==> src/rtl/cv_pe_arbiter.sv <==
// -----------------------------------------------------------------------------
// cv_pe_arbiter
//   Shares the single external memory port (read + write channels) among NPE
//   convolution PE data loaders. One PE owns the whole port at a time; the
//   owner is chosen round-robin and read data is returned only to the owner.
//
//   Optional feature macro: CV_ARB_BURST_LOCK_EN
//     defined   : the owner keeps the port while it requests, for up to
//                 MAX_BURST beats.
//     undefined : the grant is released after every completed beat
//                 (per-beat round-robin); MAX_BURST has no effect.
//
// Parameters
//   NPE        number of requesting PEs (2..8)
//   MAX_BURST  beats per grant with burst lock compiled in (1..255)
//
// Ports
//   clk, rst_n                 clock, synchronous active-low reset
//   pe_rvalid/pe_raddr         per-PE read request and address (26b per PE)
//   pe_rready/pe_rdata         per-PE read beat strobe and data (owner only)
//   pe_wvalid/pe_waddr/pe_wdata per-PE write request, address, data
//   pe_wready                  per-PE write accept (owner only)
//   rvalid/raddr/rready/rdata  memory read channel
//   wvalid/waddr/wdata/wready  memory write channel
//   grant                      one-hot owner, zero when idle
//   busy                       high while a PE owns the port
// -----------------------------------------------------------------------------
module cv_pe_arbiter #(
  parameter int NPE       = 4,
  parameter int MAX_BURST = 64
) (
  input  logic              clk,
  input  logic              rst_n,
  input  logic [NPE-1:0]    pe_rvalid,
  input  logic [NPE*26-1:0] pe_raddr,
  output logic [NPE-1:0]    pe_rready,
  output logic [NPE*32-1:0] pe_rdata,
  input  logic [NPE-1:0]    pe_wvalid,
  input  logic [NPE*26-1:0] pe_waddr,
  input  logic [NPE*32-1:0] pe_wdata,
  output logic [NPE-1:0]    pe_wready,
  output logic              rvalid,
  output logic [25:0]       raddr,
  input  logic              rready,
  input  logic [31:0]       rdata,
  output logic              wvalid,
  output logic [25:0]       waddr,
  output logic [31:0]       wdata,
  input  logic              wready,
  output logic [NPE-1:0]    grant,
  output logic              busy
);

  localparam int PW = (NPE > 1) ? $clog2(NPE) : 1;

`ifdef CV_ARB_BURST_LOCK_EN
  localparam logic [7:0] LP_LAST_BEAT = 8'(MAX_BURST - 1);
`endif

  typedef enum logic {
    ST_IDLE = 1'b0,
    ST_BUSY = 1'b1
  } state_t;

  state_t          r_state;
  logic [NPE-1:0]  r_grant;
  logic [PW-1:0]   r_gidx;
  logic [PW-1:0]   r_ptr;
  logic [7:0]      r_beats;

  state_t          w_state_nxt;
  logic [NPE-1:0]  w_grant_nxt;
  logic [PW-1:0]   w_gidx_nxt;
  logic [PW-1:0]   w_ptr_nxt;
  logic [7:0]      w_beats_nxt;

  logic [NPE-1:0]  w_req;
  logic            w_beat;
  logic            w_found;
  logic [PW-1:0]   w_pick;
  logic [3:0]      w_cand;
  logic            w_owner_req;
  logic            w_limit;
  logic            w_release;

  assign grant = r_grant;
  assign busy  = (r_state == ST_BUSY);

  // Next-state logic, round-robin pick and owner forwarding muxes.
  always_comb begin
    w_req       = pe_rvalid | pe_wvalid;
    w_beat      = rready | wready;

    w_state_nxt = r_state;
    w_grant_nxt = r_grant;
    w_gidx_nxt  = r_gidx;
    w_ptr_nxt   = r_ptr;
    w_beats_nxt = r_beats;

    rvalid      = 1'b0;
    raddr       = 26'd0;
    wvalid      = 1'b0;
    waddr       = 26'd0;
    wdata       = 32'd0;
    pe_rready   = '0;
    pe_wready   = '0;
    pe_rdata    = '0;

    // Cyclic search: first requester at or after r_ptr.
    w_found = 1'b0;
    w_pick  = '0;
    w_cand  = 4'd0;
    for (int k = 0; k < NPE; k++) begin
      w_cand = 4'(r_ptr) + 4'(k);
      if (w_cand >= 4'(NPE)) begin
        w_cand = w_cand - 4'(NPE);
      end else begin
        w_cand = w_cand;
      end
      if (!w_found && w_req[w_cand[PW-1:0]]) begin
        w_found = 1'b1;
        w_pick  = w_cand[PW-1:0];
      end else begin
        w_found = w_found;
      end
    end

    w_owner_req = |(w_req & r_grant);

`ifdef CV_ARB_BURST_LOCK_EN
    // Hold the port until the MAX_BURST-th beat completes.
    w_limit = w_beat && (r_beats == LP_LAST_BEAT);
`else
    // Per-beat round-robin: every completed beat hands the port on.
    w_limit = w_beat;
`endif

    w_release = !w_owner_req || w_limit;

    case (r_state)
      ST_IDLE: begin
        if (w_found) begin
          w_state_nxt = ST_BUSY;
          w_grant_nxt = {{(NPE-1){1'b0}}, 1'b1} << w_pick;
          w_gidx_nxt  = w_pick;
          w_beats_nxt = 8'd0;
        end else begin
          w_state_nxt = ST_IDLE;
        end
      end
      ST_BUSY: begin
        // r_grant is one-hot, so at most one slice is selected.
        for (int i = 0; i < NPE; i++) begin
          if (r_grant[i]) begin
            rvalid              = pe_rvalid[i];
            raddr               = pe_raddr[i*26 +: 26];
            wvalid              = pe_wvalid[i];
            waddr               = pe_waddr[i*26 +: 26];
            wdata               = pe_wdata[i*32 +: 32];
            pe_rready[i]        = rready;
            pe_wready[i]        = wready;
            pe_rdata[i*32 +: 32] = rdata;
          end else begin
            pe_rready[i] = 1'b0;
          end
        end

        // A read and write beat in the same cycle count once; saturate at 255.
        if (w_beat && (r_beats != 8'hFF)) begin
          w_beats_nxt = r_beats + 8'd1;
        end else begin
          w_beats_nxt = r_beats;
        end

        if (w_release) begin
          w_state_nxt = ST_IDLE;
          w_grant_nxt = '0;
          w_ptr_nxt   = (r_gidx == PW'(NPE - 1)) ? '0 : (r_gidx + 1'b1);
        end else begin
          w_state_nxt = ST_BUSY;
        end
      end
      default: begin
        w_state_nxt = ST_IDLE;
        w_grant_nxt = '0;
      end
    endcase
  end

  // State and arbitration registers; reset aborts any grant at once.
  always_ff @(posedge clk) begin
    if (!rst_n) begin
      r_state <= ST_IDLE;
      r_grant <= '0;
      r_gidx  <= '0;
      r_ptr   <= '0;
      r_beats <= 8'd0;
    end else begin
      r_state <= w_state_nxt;
      r_grant <= w_grant_nxt;
      r_gidx  <= w_gidx_nxt;
      r_ptr   <= w_ptr_nxt;
      r_beats <= w_beats_nxt;
    end
  end

endmodule
==> config.mk <==
export PLATFORM = sky130hd
export DESIGN_NAME = cv_pe_arbiter
export DESIGN_NICKNAME = d
export VERILOG_FILES = /design/src/rtl/cv_pe_arbiter.sv
export SDC_FILE = /design/constraint.sdc
export NUM_CORES = 1
export LEC_CHECK = 0
export BUFFER_PORTS_ARGS = -buffer_cell sky130_fd_sc_hd__buf_2
export CORE_AREA = 2 2 236 238
export CTS_CLUSTER_SIZE = 12
export DETAILED_ROUTE_END_ITERATION = 6
export DIE_AREA = 0 0 238 240
export GPL_ROUTABILITY_DRIVEN = 0
export PLACE_DENSITY = 0.3
export SKIP_CTS_REPAIR_TIMING = 1
export SLEW_MARGIN = 40
export SYNTH_ARGS = -nofsm -noshare
export SYNTH_HDL_FRONTEND = slang
export SYNTH_SLANG_ARGS = --single-unit
==> constraint.sdc <==
create_clock -name clk -period 1.5 [get_ports clk]
set_input_delay 0.15 -clock clk [delete_from_list [all_inputs] [get_ports clk]]
set_output_delay 0.15 -clock clk [all_outputs]
set_load 0.01 [all_outputs]
==> results of run 1 <==
[cells in the mapped netlist (all sizes together) (3+ instances only)]
library cell / count / share of area (%)
clkbuf: 71 / 5.7
nand3: 3 / 0.32
mux2i: 3 / 0.64
o21ai: 4 / 0.43
o32ai: 4 / 0.75
nand2: 95 / 7.6
a221oi: 86 / 21
buf: 27 / 4.4
nor2: 8 / 0.64
a21oi: 87 / 9.3
inv: 86 / 6.9
nor2b: 3 / 0.40
dfxtp: 9 / 3.9
a211o: 84 / 16
and3: 136 / 18
[flip-flops by register name, summed over array words and instances, names as in the netlist]
signal and flops:
busy 1, r_gidx 2, r_ptr 2, grant 4
[stage by stage]
step / setup WS [ns] / hold slack [ns] / TNS, ns / total power [uW] / instances
2_1_floorplan: -0.04006 / 0.4193 / -1.807 / 1745 / 729
4_1_cts: -0.4716 / 0.2485 / -44.39 / 3530 / 2041
6_report: -0.4645 / 0.2500 / -41.13 / 4059 / 2087
3_3_place_gp: -0.2213 / 0.4584 / -11.08 / 3050 / 2037
3_5_place_dp: -0.2182 / 0.4686 / -11.52 / 3038 / 2037
5_1_grt: -0.5218 / 0.2756 / -52.20 / 4343 / 2085
[area by class of cell]
cell class              count  area [sq um]  share of cell area, %
diodes                      2         5.005                0.04720
clock buffers               4         78.83                 0.7434
inverters                  86         325.3                  3.068
multi-input cells         536          4232                  39.91
flip-flops and latches      9         196.4                  1.853
well taps                 704         880.8                  8.308
repair buffers            746          4885                  46.07
[routing by layer]
layer	wire length [microns]	share of wire [%]	vias up	GRT usage (%)
li1	-	-	4042	-
met1	16090	42	3977	12.61
met2	19060	50	340	19.27
met3	2085	5.5	34	1.814
met4	691	1.8	6	1.951
met5	34	0.090	-	0
[final timing paths]
check	start	to	cells after the start
setup / recovery	grant[1]	raddr[21]	8
hold / removal	rst_n	r_ptr[1]	3
setup reg to reg	grant[1]	r_ptr[1]	8
hold reg to reg	r_gidx[0]	r_gidx[0]	2
[cell families (layout without fill, tap and decap cells)]
family	Yosys count	count (layout)	share of synthesized area [%]
DFF	9	9	3.856
adders and majority gates	1	1	0.2678
and+or+nand+nor	254	254	28.44
muxes	3	3	0.6428
buffers and inverters	184	836	17.06
other	0	2	0
AOI/OAI and AO/OA	278	278	49.73
[power groups by stage]
stage,clock (uW),sequential [uW],combinational (uW)
after floorplan,0,283,1460
after global placement,0,288,2760
after detailed placement,0,289,2750
after CTS,485,285,2760
after global routing,507,282,3550
final,486,278,3300
[critical path, cell delays in order (launching register included)]
cell and delay [ns]:
dfxtp_4 0.35, nor2b_4 0.13, buf_6 0.14, clkbuf_16 0.18, buf_12 0.12, a221oi_2 0.05
a211o_1 0.24, a21oi_2 0.19, buf_2 0.17
==> results.sh, run 1 <==
export IMPL_status="finished, violations left"
export IMPL_failed_checks="setup timing"
export IMPL_fp_coreArea_sq_mm=0.05466
export IMPL_power_leakage_uw=0.005866
export IMPL_most_common_layout_cells="buf_2, and3_1, nand2_1"
export IMPL_detailed_place_hpwl_microns=27970
export IMPL_die_outline_area_sq_mm=0.05712
export IMPL_postSynthNetCount=1110
export IMPL_internal_power_uw=2292
export IMPL_number_of_fill_cells=6297
export IMPL_synthToLayoutAreaGrowth_pct=126.9
export IMPL_ctsHtreeMaxLevel=1
export IMPL_die_height_microns=240
export IMPL_per_cell_via_count_in_the_routed_design=4.024
export IMPL_setup_repair_after_global_routing_missed_its_margin="true"
export IMPL_grt_antenna_before_repair=3
export IMPL_postLayoutSetupSlackWorst_ns=-0.4645
export IMPL_nets=1763
export IMPL_drt_first_iter_violations=248
export IMPL_die_w_microns=238
export IMPL_global_route_wire_length_before_repair_microns=46890
export IMPL_setup_failing_eps_final=156
export IMPL_placement_rows=86
export IMPL_grt_max_degree=75
export IMPL_grt_overflow=0
export IMPL_power_clock_fraction_pct=12.0
export IMPL_cts_sinks=9
export IMPL_worst_endpoint_arrival_ns=1.81
export IMPL_worstSetupPathType="reg -> out"
export IMPL_top_level_ports=607
export IMPL_power_share_switching_pct=43.53
export IMPL_post_route_cells_drive_above_1_share_pct=66.11
export IMPL_fin_worst_skew_ns=0.002709
export IMPL_totalWireLength_microns=37970
export IMPL_cp_required_ns=1.35
export IMPL_antenna_violating_nets_post_route=0
export IMPL_cts_root_buf="clkbuf_16"
export IMPL_final_min_clock_period_ns=1.964
export IMPL_grt_pass1_vias=7823
export IMPL_drv_max_cap_violation_count=0
export IMPL_slew_violations=0
export IMPL_cts_reportedPaths_clkPinSlew_ns=0.04
export IMPL_min_delay_worst_type="in -> reg"
export IMPL_tritoncts_num_buffers=3
export IMPL_timing_final_crit_share_pct=131.0
export IMPL_global_route_usage_total_pct=10.41
export IMPL_relSlewSlack_pct=67.18
export IMPL_worstMarginPinSlew_ns=0.4882
export IMPL_start_util_pct=8.547
export IMPL_layout_commonest_cell="buf_2"
export IMPL_final_design_area_no_fill_sq_mm=0.01060
export IMPL_critical_path_startpoint_type="flip-flop"
export IMPL_netlist_cell_type_count=37
export IMPL_synth_seq_area_share_pct=3.856
export IMPL_routed_wire_length_per_instance_microns=18.19
export IMPL_synthesis_area_sq_mm=0.004672
export IMPL_synth_seq_cells=9
export IMPL_fin_util_pct=19.40
export IMPL_fmax_ghz=0.5090
export IMPL_synth_async_sr_flop_share_pct=0
export IMPL_worst_skew_pair_late_latency_ns=0.24
export IMPL_synth_top_flop_cell="dfxtp_1"
export IMPL_buffer_ports_inserted=606
export IMPL_instance_count_of_the_mapped_netlist=729
export IMPL_via_count=8399
export IMPL_synth_avg_cell_area_sq_um=6.409
export IMPL_clock_tree_from_tritoncts="built"
export IMPL_hold_viol=0
export IMPL_worst_path_max_fanout=6
export IMPL_synth_edf_count=0
export IMPL_power_share_sequential_pct=6.8
export IMPL_drc_viols=0
export IMPL_clk_path_buf_depth=2
export IMPL_power_density_mw_per_mm2=382.8
export IMPL_detailed_place_area_sq_mm=0.009394
export IMPL_p_switching_uw=1767
export IMPL_timing_critical_path_to_type="primary output"
export IMPL_peakVddDrop_uv=257.4
export IMPL_yosys_warnings=0
export IMPL_first_pass_iters=5
export IMPL_combPwrFrac_pct=81.2
export IMPL_worst_r2r_setup_slack_ns=-0.04
Note: power is estimated with default switching activity, not from simulation.
==> run 2, diff against run 1 <==
ABC_AREA = 1   (was not set)
CORE_AREA = 2 2 234 236   (was 2 2 236 238)
DIE_AREA = 0 0 236 238   (was 0 0 238 240)
==> run 2 against run 1 <==
The flow still finishes with violations (setup timing). Die area shrank 1.7%. Via count up 2.1%. Non-clock buffer count is 1 higher. Final cell count up 2.9%. Largest power group unchanged. Highest routed layer unchanged.
==> results.sh, run 2 <==
export IMPL_status="finished, violations left"
export IMPL_failed_checks="setup timing"
export IMPL_critPathCapture="raddr[23]"
export IMPL_worst_r2r_setup_slack_ns=-0.12
export IMPL_start_util_pct=7.318
export IMPL_setup_failing_eps_final=193
export IMPL_synth_seq_area_share_pct=4.602
export IMPL_slew_violations=0
export IMPL_timing_critical_path_to_type="primary output"
export IMPL_fin_util_pct=20.10
export IMPL_postLayoutSetupSlackWorst_ns=-0.3721
export IMPL_synth_top_area_share_pct=17.93
export IMPL_power_leakage_uw=0.005548
export IMPL_die_w_microns=236
export IMPL_fp_coreArea_sq_mm=0.05350
export IMPL_die_outline_area_sq_mm=0.05617
export IMPL_worst_skew_pair_late_latency_ns=0.24
export IMPL_fin_worst_skew_ns=0.0004182
export IMPL_grt_antenna_before_repair=27
export IMPL_worst_r2r_src="r_ptr[0]"
export IMPL_worst_endpoint_arrival_ns=1.72
export IMPL_clk_path_buf_depth=2
export IMPL_synth_area_leader_cell="nor2_1"
export IMPL_cp_required_ns=1.35
export IMPL_worst_setup_path_startpoint="grant[0]"
export IMPL_post_synth_main_area_contributors="nor2_1, o21ai_0, a22oi_1"
export IMPL_global_route_usage_total_pct=13.25
export IMPL_totalWireLength_microns=44500
export IMPL_cts_reportedPaths_clkPinSlew_ns=0.04
export IMPL_clock_tree_from_tritoncts="built"
export IMPL_synth_async_sr_flop_share_pct=0
export IMPL_timing_final_crit_share_pct=124.8
export IMPL_synthesis_area_sq_mm=0.003915
export IMPL_synth_seq_cells=9
export IMPL_worst_path_max_fanout=6
export IMPL_final_min_clock_period_ns=1.872
export IMPL_hold_viol=0
export IMPL_cts_sinks=9
export IMPL_drc_viols=0
export IMPL_list_of_most_frequent_post_synthesis_cells="nor2_1, o21ai_0, nand2_1"
export IMPL_placement_rows=85
export IMPL_setup_tns_final_ns=-28.53
export IMPL_grt_overflow=0
export IMPL_relSlewSlack_pct=74.97
export IMPL_fmax_ghz=0.5342
export IMPL_tritoncts_num_buffers=3
export IMPL_synthToLayoutAreaGrowth_pct=174.7
export IMPL_most_common_layout_cells="buf_2, nor2_1, buf_4"
export IMPL_grt_max_degree=49
export IMPL_postSynthNetCount=1149
export IMPL_peakVddDrop_uv=233.9
export IMPL_layout_commonest_cell="buf_2"
export IMPL_worst_r2r_path_depth=12
export IMPL_post_route_cells_drive_above_1_share_pct=66.69
export IMPL_hold_slack_ns=0.1893
export IMPL_die_height_microns=238
export IMPL_routed_wire_length_per_instance_microns=20.73
export IMPL_first_pass_iters=5
export IMPL_yosys_warnings=0
export IMPL_critical_path_startpoint_type="flip-flop"
export IMPL_nets=1823
export IMPL_synth_avg_cell_area_sq_um=5.098
export IMPL_per_cell_via_count_in_the_routed_design=3.995
export IMPL_top_level_ports=607
export IMPL_setup_repair_after_global_routing_missed_its_margin="true"
export IMPL_power_density_mw_per_mm2=558.0
export IMPL_most_repeated_cell_in_the_gate_level_netlist_after_synthesis="nor2_1"
export IMPL_antenna_violating_nets_post_route=0
export IMPL_netlist_cell_type_count=29
export IMPL_dp_slack_ns=-0.4457
export IMPL_via_count=8578
export IMPL_ctsHtreeMaxLevel=1
export IMPL_global_route_wire_length_before_repair_microns=55520
export IMPL_cts_root_buf="clkbuf_16"
export IMPL_instance_count_of_the_mapped_netlist=768
export IMPL_buffer_ports_inserted=606
export IMPL_worstSetupPathType="reg -> out"
export IMPL_worstMarginPinSlew_ns=0.3750
export IMPL_placed_cells_incl_taps=2088
export IMPL_detailed_place_hpwl_microns=35200
export IMPL_drt_first_iter_violations=276
export IMPL_largest_register_ff_count=4
export IMPL_synth_top_flop_cell="dfxtp_1"
export IMPL_grt_pass1_vias=8225
export IMPL_min_delay_worst_type="in -> reg"
export IMPL_instances_no_fill=2147
export IMPL_synth_edf_count=0
export IMPL_drv_max_cap_violation_count=0
export IMPL_r2r_end="grant[3]"
run 2: cell count changes after synthesis, moves of 44 or more:
cell / change
a211o_1: -84
nand3_1: +44
a22oi_1: +51
o21ai_0: +103
nor2_1: +179
and3_1: -136
run 2: power by group:
part	internal (uW)	leakage, uW	switching, uW
Combinational	2420	0.00543	2780
Clock	356	0.0000382	125
Sequential	274	0.0000779	45.5
run 2: worst min-delay path by stage:
stage | from | endpoint | slack [ns] | cells past startpoint
after global routing | rst_n | r_gidx[0] | 0.22 | 3
after floorplan | rst_n | r_gidx[0] | 0.29 | 2
after global placement | rst_n | r_gidx[0] | 0.45 | 3
after detailed placement | rst_n | r_gidx[0] | 0.45 | 3
after CTS | rst_n | r_gidx[0] | 0.21 | 3
final | rst_n | r_gidx[0] | 0.19 | 3
run 2: kinds of logic (layout without fill, tap and decap cells):
| group | count (synthesis) | after routing | synth area share (%) |
|---|---|---|---|
| AO/OA/AOI/OAI | 291 | 291 | 46.24 |
| flip-flops | 9 | 9 | 4.602 |
| other | 0 | 10 | 0 |
| adder cells (fa/ha/maj) | 1 | 1 | 0.3195 |
| AND/OR/NAND/NOR | 337 | 337 | 35.47 |
| buffers and inverters | 130 | 803 | 13.36 |
run 2: metal layers:
layer / track usage (%) / vias to the layer above / wire, microns
li1: - / 4058 / -
met1: 15.22 / 3969 / 17470
met2: 24.79 / 458 / 22770
met3: 2.788 / 75 / 2887
met4: 3.281 / 18 / 1253
met5: 0 / - / 120
run 2: cell type report:
class	count	area [sq um]
tap	696	870.8
antenna	10	25.02
inverter	51	219.0
clock buffer	4	78.83
timing repair inverter	1	8.758
sequential	9	198.9
fill	6178	42740
timing repair buffer	747	4990
multi-input combinational	629	4362
run 2: per-stage QoR:
| stage | area, sq um | total power, uW |
|---|---|---|
| final | 10750 | 6000 |
| after global routing | 10740 | 6430 |
| after CTS | 8736 | 4809 |
| after detailed placement | 8657 | 4311 |
| after global placement | 8657 | 4308 |
| after floorplan | 4063 | 2110 |
run 2: critical path, cell delays in order (launching register included):
cell and delay (ns):
dfxtp_2 0.32, inv_2 0.05, nor2_4 0.15, buf_12 0.15, buf_12 0.13, buf_4 0.11
a22oi_1 0.05, nand2_1 0.12, o21ai_0 0.10, a21oi_1 0.15, buf_2 0.14
==> run 3, diff against run 2 <==
SKIP_LAST_GASP = 1   (was not set)
==> run 3 against run 2 <==
The run still ends with setup timing left. Setup slack lost 0.0033 ns. Utilization decreased by 0.29 points. Combinational power decreased by 2%. Clock skew is essentially flat. First-iteration DRC count rose by 11%. Register-to-register slack about the same. Critical endpoint unchanged. Largest power group unchanged.
==> results.sh, run 3 (synthesized netlist as in run 2, its figures left out) <==
export IMPL_via_count=8624
export IMPL_relSlewSlack_pct=76.30
export IMPL_number_of_fill_cells=6198
export IMPL_peakVddDrop_uv=232.7
export IMPL_buffer_ports_inserted=606
export IMPL_antenna_violating_nets_post_route=0
export IMPL_die_outline_area_sq_mm=0.05617
export IMPL_global_route_wire_length_before_repair_microns=55520
export IMPL_setup_repair_after_global_routing_missed_its_margin="true"
export IMPL_final_min_clock_period_ns=1.875
export IMPL_post_route_cells_drive_above_1_share_pct=64.82
export IMPL_drc_viols=0
export IMPL_routed_wire_length_per_instance_microns=20.76
export IMPL_clk_path_buf_depth=2
export IMPL_worst_r2r_path_depth=11
export IMPL_worst_r2r_src="r_ptr[0]"
export IMPL_die_w_microns=236
export IMPL_start_util_pct=7.318
export IMPL_worst_r2r_setup_slack_ns=-0.11
export IMPL_worst_endpoint_arrival_ns=1.73
export IMPL_drv_max_cap_violation_count=0
export IMPL_ctsHtreeMaxLevel=1
export IMPL_drt_first_iter_violations=306
export IMPL_multi_input_comb_area_sq_mm=0.004235
export IMPL_cp_cell_sequence="inv_2 -> nor2_4 -> buf_12 -> buf_12 -> buf_4 -> a22oi_1 -> nand2_1 -> o21ai_0 -> a21oi_1 -> buf_2"
export IMPL_cp_required_ns=1.35
export IMPL_most_common_layout_cells="buf_2, nor2_1, buf_4"
export IMPL_cts_reportedPaths_clkPinSlew_ns=0.04
export IMPL_worst_hold_path_endpoint="r_gidx[0]"
export IMPL_timing_final_crit_share_pct=125.0
export IMPL_worst_path_max_delay_cell="dfxtp_2"
export IMPL_fin_worst_skew_ns=0.0007583
export IMPL_regArea_sq_um=198.9
export IMPL_cts_root_buf="clkbuf_16"
export IMPL_grt_pass1_vias=8225
export IMPL_worst_path_max_fanout=6
export IMPL_grt_antenna_before_repair=27
export IMPL_layout_commonest_cell="buf_2"
export IMPL_setup_failing_eps_final=195
export IMPL_timing_critical_path_to_type="primary output"
export IMPL_worstPathBufferInverterCount=5
export IMPL_synthToLayoutAreaGrowth_pct=170.8
export IMPL_min_delay_worst_type="in -> reg"
export IMPL_fp_coreArea_sq_mm=0.05350
export IMPL_worstMarginPinSlew_ns=0.3518
export IMPL_detailed_place_hpwl_microns=35200
export IMPL_cts_sinks=9
export IMPL_hold_slack_ns=0.1924
export IMPL_power_leakage_uw=0.005524
export IMPL_first_pass_iters=4
export IMPL_largest_register_ff_count=4
export IMPL_r2r_end="grant[3]"
export IMPL_final_design_area_no_fill_sq_mm=0.01060
export IMPL_tritoncts_num_buffers=3
export IMPL_critical_path_startpoint_type="flip-flop"
export IMPL_critical_path_top_cell_by_count="buf_12"
export IMPL_nets=1823
export IMPL_worst_path_dominant_cell_family="buffers and inverters"
export IMPL_top_level_ports=607
export IMPL_cp_slowest_stage_delay_ns=0.32
export IMPL_power_density_mw_per_mm2=556.7
export IMPL_placement_rows=85
export IMPL_grt_overflow=0
export IMPL_totalWireLength_microns=44640
export IMPL_hold_viol=0
export IMPL_worstHoldPathCells=3
export IMPL_status="finished, violations left"
export IMPL_detailed_place_area_sq_mm=0.008657
export IMPL_fmax_ghz=0.5332
export IMPL_clock_tree_from_tritoncts="built"
export IMPL_grt_max_degree=49
export IMPL_finalPower_uw=5901
export IMPL_per_cell_via_count_in_the_routed_design=4.011
export IMPL_worst_skew_pair_late_latency_ns=0.23
export IMPL_hold_start="rst_n"
export IMPL_setup_tns_final_ns=-34.70
export IMPL_slew_violations=0
export IMPL_worstSetupPathType="reg -> out"
export IMPL_postLayoutSetupSlackWorst_ns=-0.3753
export IMPL_global_route_usage_total_pct=13.25
export IMPL_failed_checks="setup timing"
export IMPL_die_height_microns=238
run 3: area by class of cell:
cell class	count	area share [%]
Antenna cell	13	0.3069
Clock buffer	4	0.7436
Inverter	51	2.066
Multi-Input combinational cell	629	39.96
Sequential cell	9	1.877
Tap cell	696	8.215
Timing Repair Buffer	747	46.75
Timing Repair inverter	1	0.08262
run 3: worst max path at each step:
| stage | from | end | slack, ns | cells after the start |
|---|---|---|---|---|
| floorplan | busy | wdata[2] | -0.05 | 4 |
| global placement | grant[0] | waddr[2] | -0.44 | 8 |
| detailed placement | grant[0] | waddr[2] | -0.45 | 8 |
| CTS | grant[0] | waddr[2] | -0.70 | 8 |
| global route | grant[0] | waddr[4] | -0.47 | 10 |
| finish | grant[0] | raddr[23] | -0.38 | 10 |
run 3: per-layer routing:
metal	vias up	wire (microns)	GRT usage (%)
met5	-	131	0
met4	20	1218	3.281
met3	68	2885	2.788
met2	456	22830	24.79
met1	4021	17580	15.22
li1	4059	-	-
run 3: per-stage QoR:
step                      utilization, %  worst slack, ns  std cells
after floorplan                        -         -0.05386        768
after global placement             16.18          -0.4398       2088
after detailed placement           16.18          -0.4457       2088
after CTS                          16.33          -0.6975       2092
after global routing               19.78          -0.4690       2143
final                              19.82          -0.3753       2150
run 3: power breakdown:
group / switching (uW) / internal [uW]
clock network: 123 / 356
registers: 44.1 / 274
logic: 2730 / 2370
total: 2900 / 3010
run 3: worst reg2reg max path, cell delays in order, from the launching register on:
cell and delay [ns]:
dfxtp_2 0.33, buf_12 0.14, buf_8 0.12, nand2_4 0.05
nand2_4 0.12, nand2_4 0.06, nand2_4 0.09, nand4_4 0.10
nand2_4 0.15, buf_4 0.13, nand3_1 0.08, a21oi_2 0.16
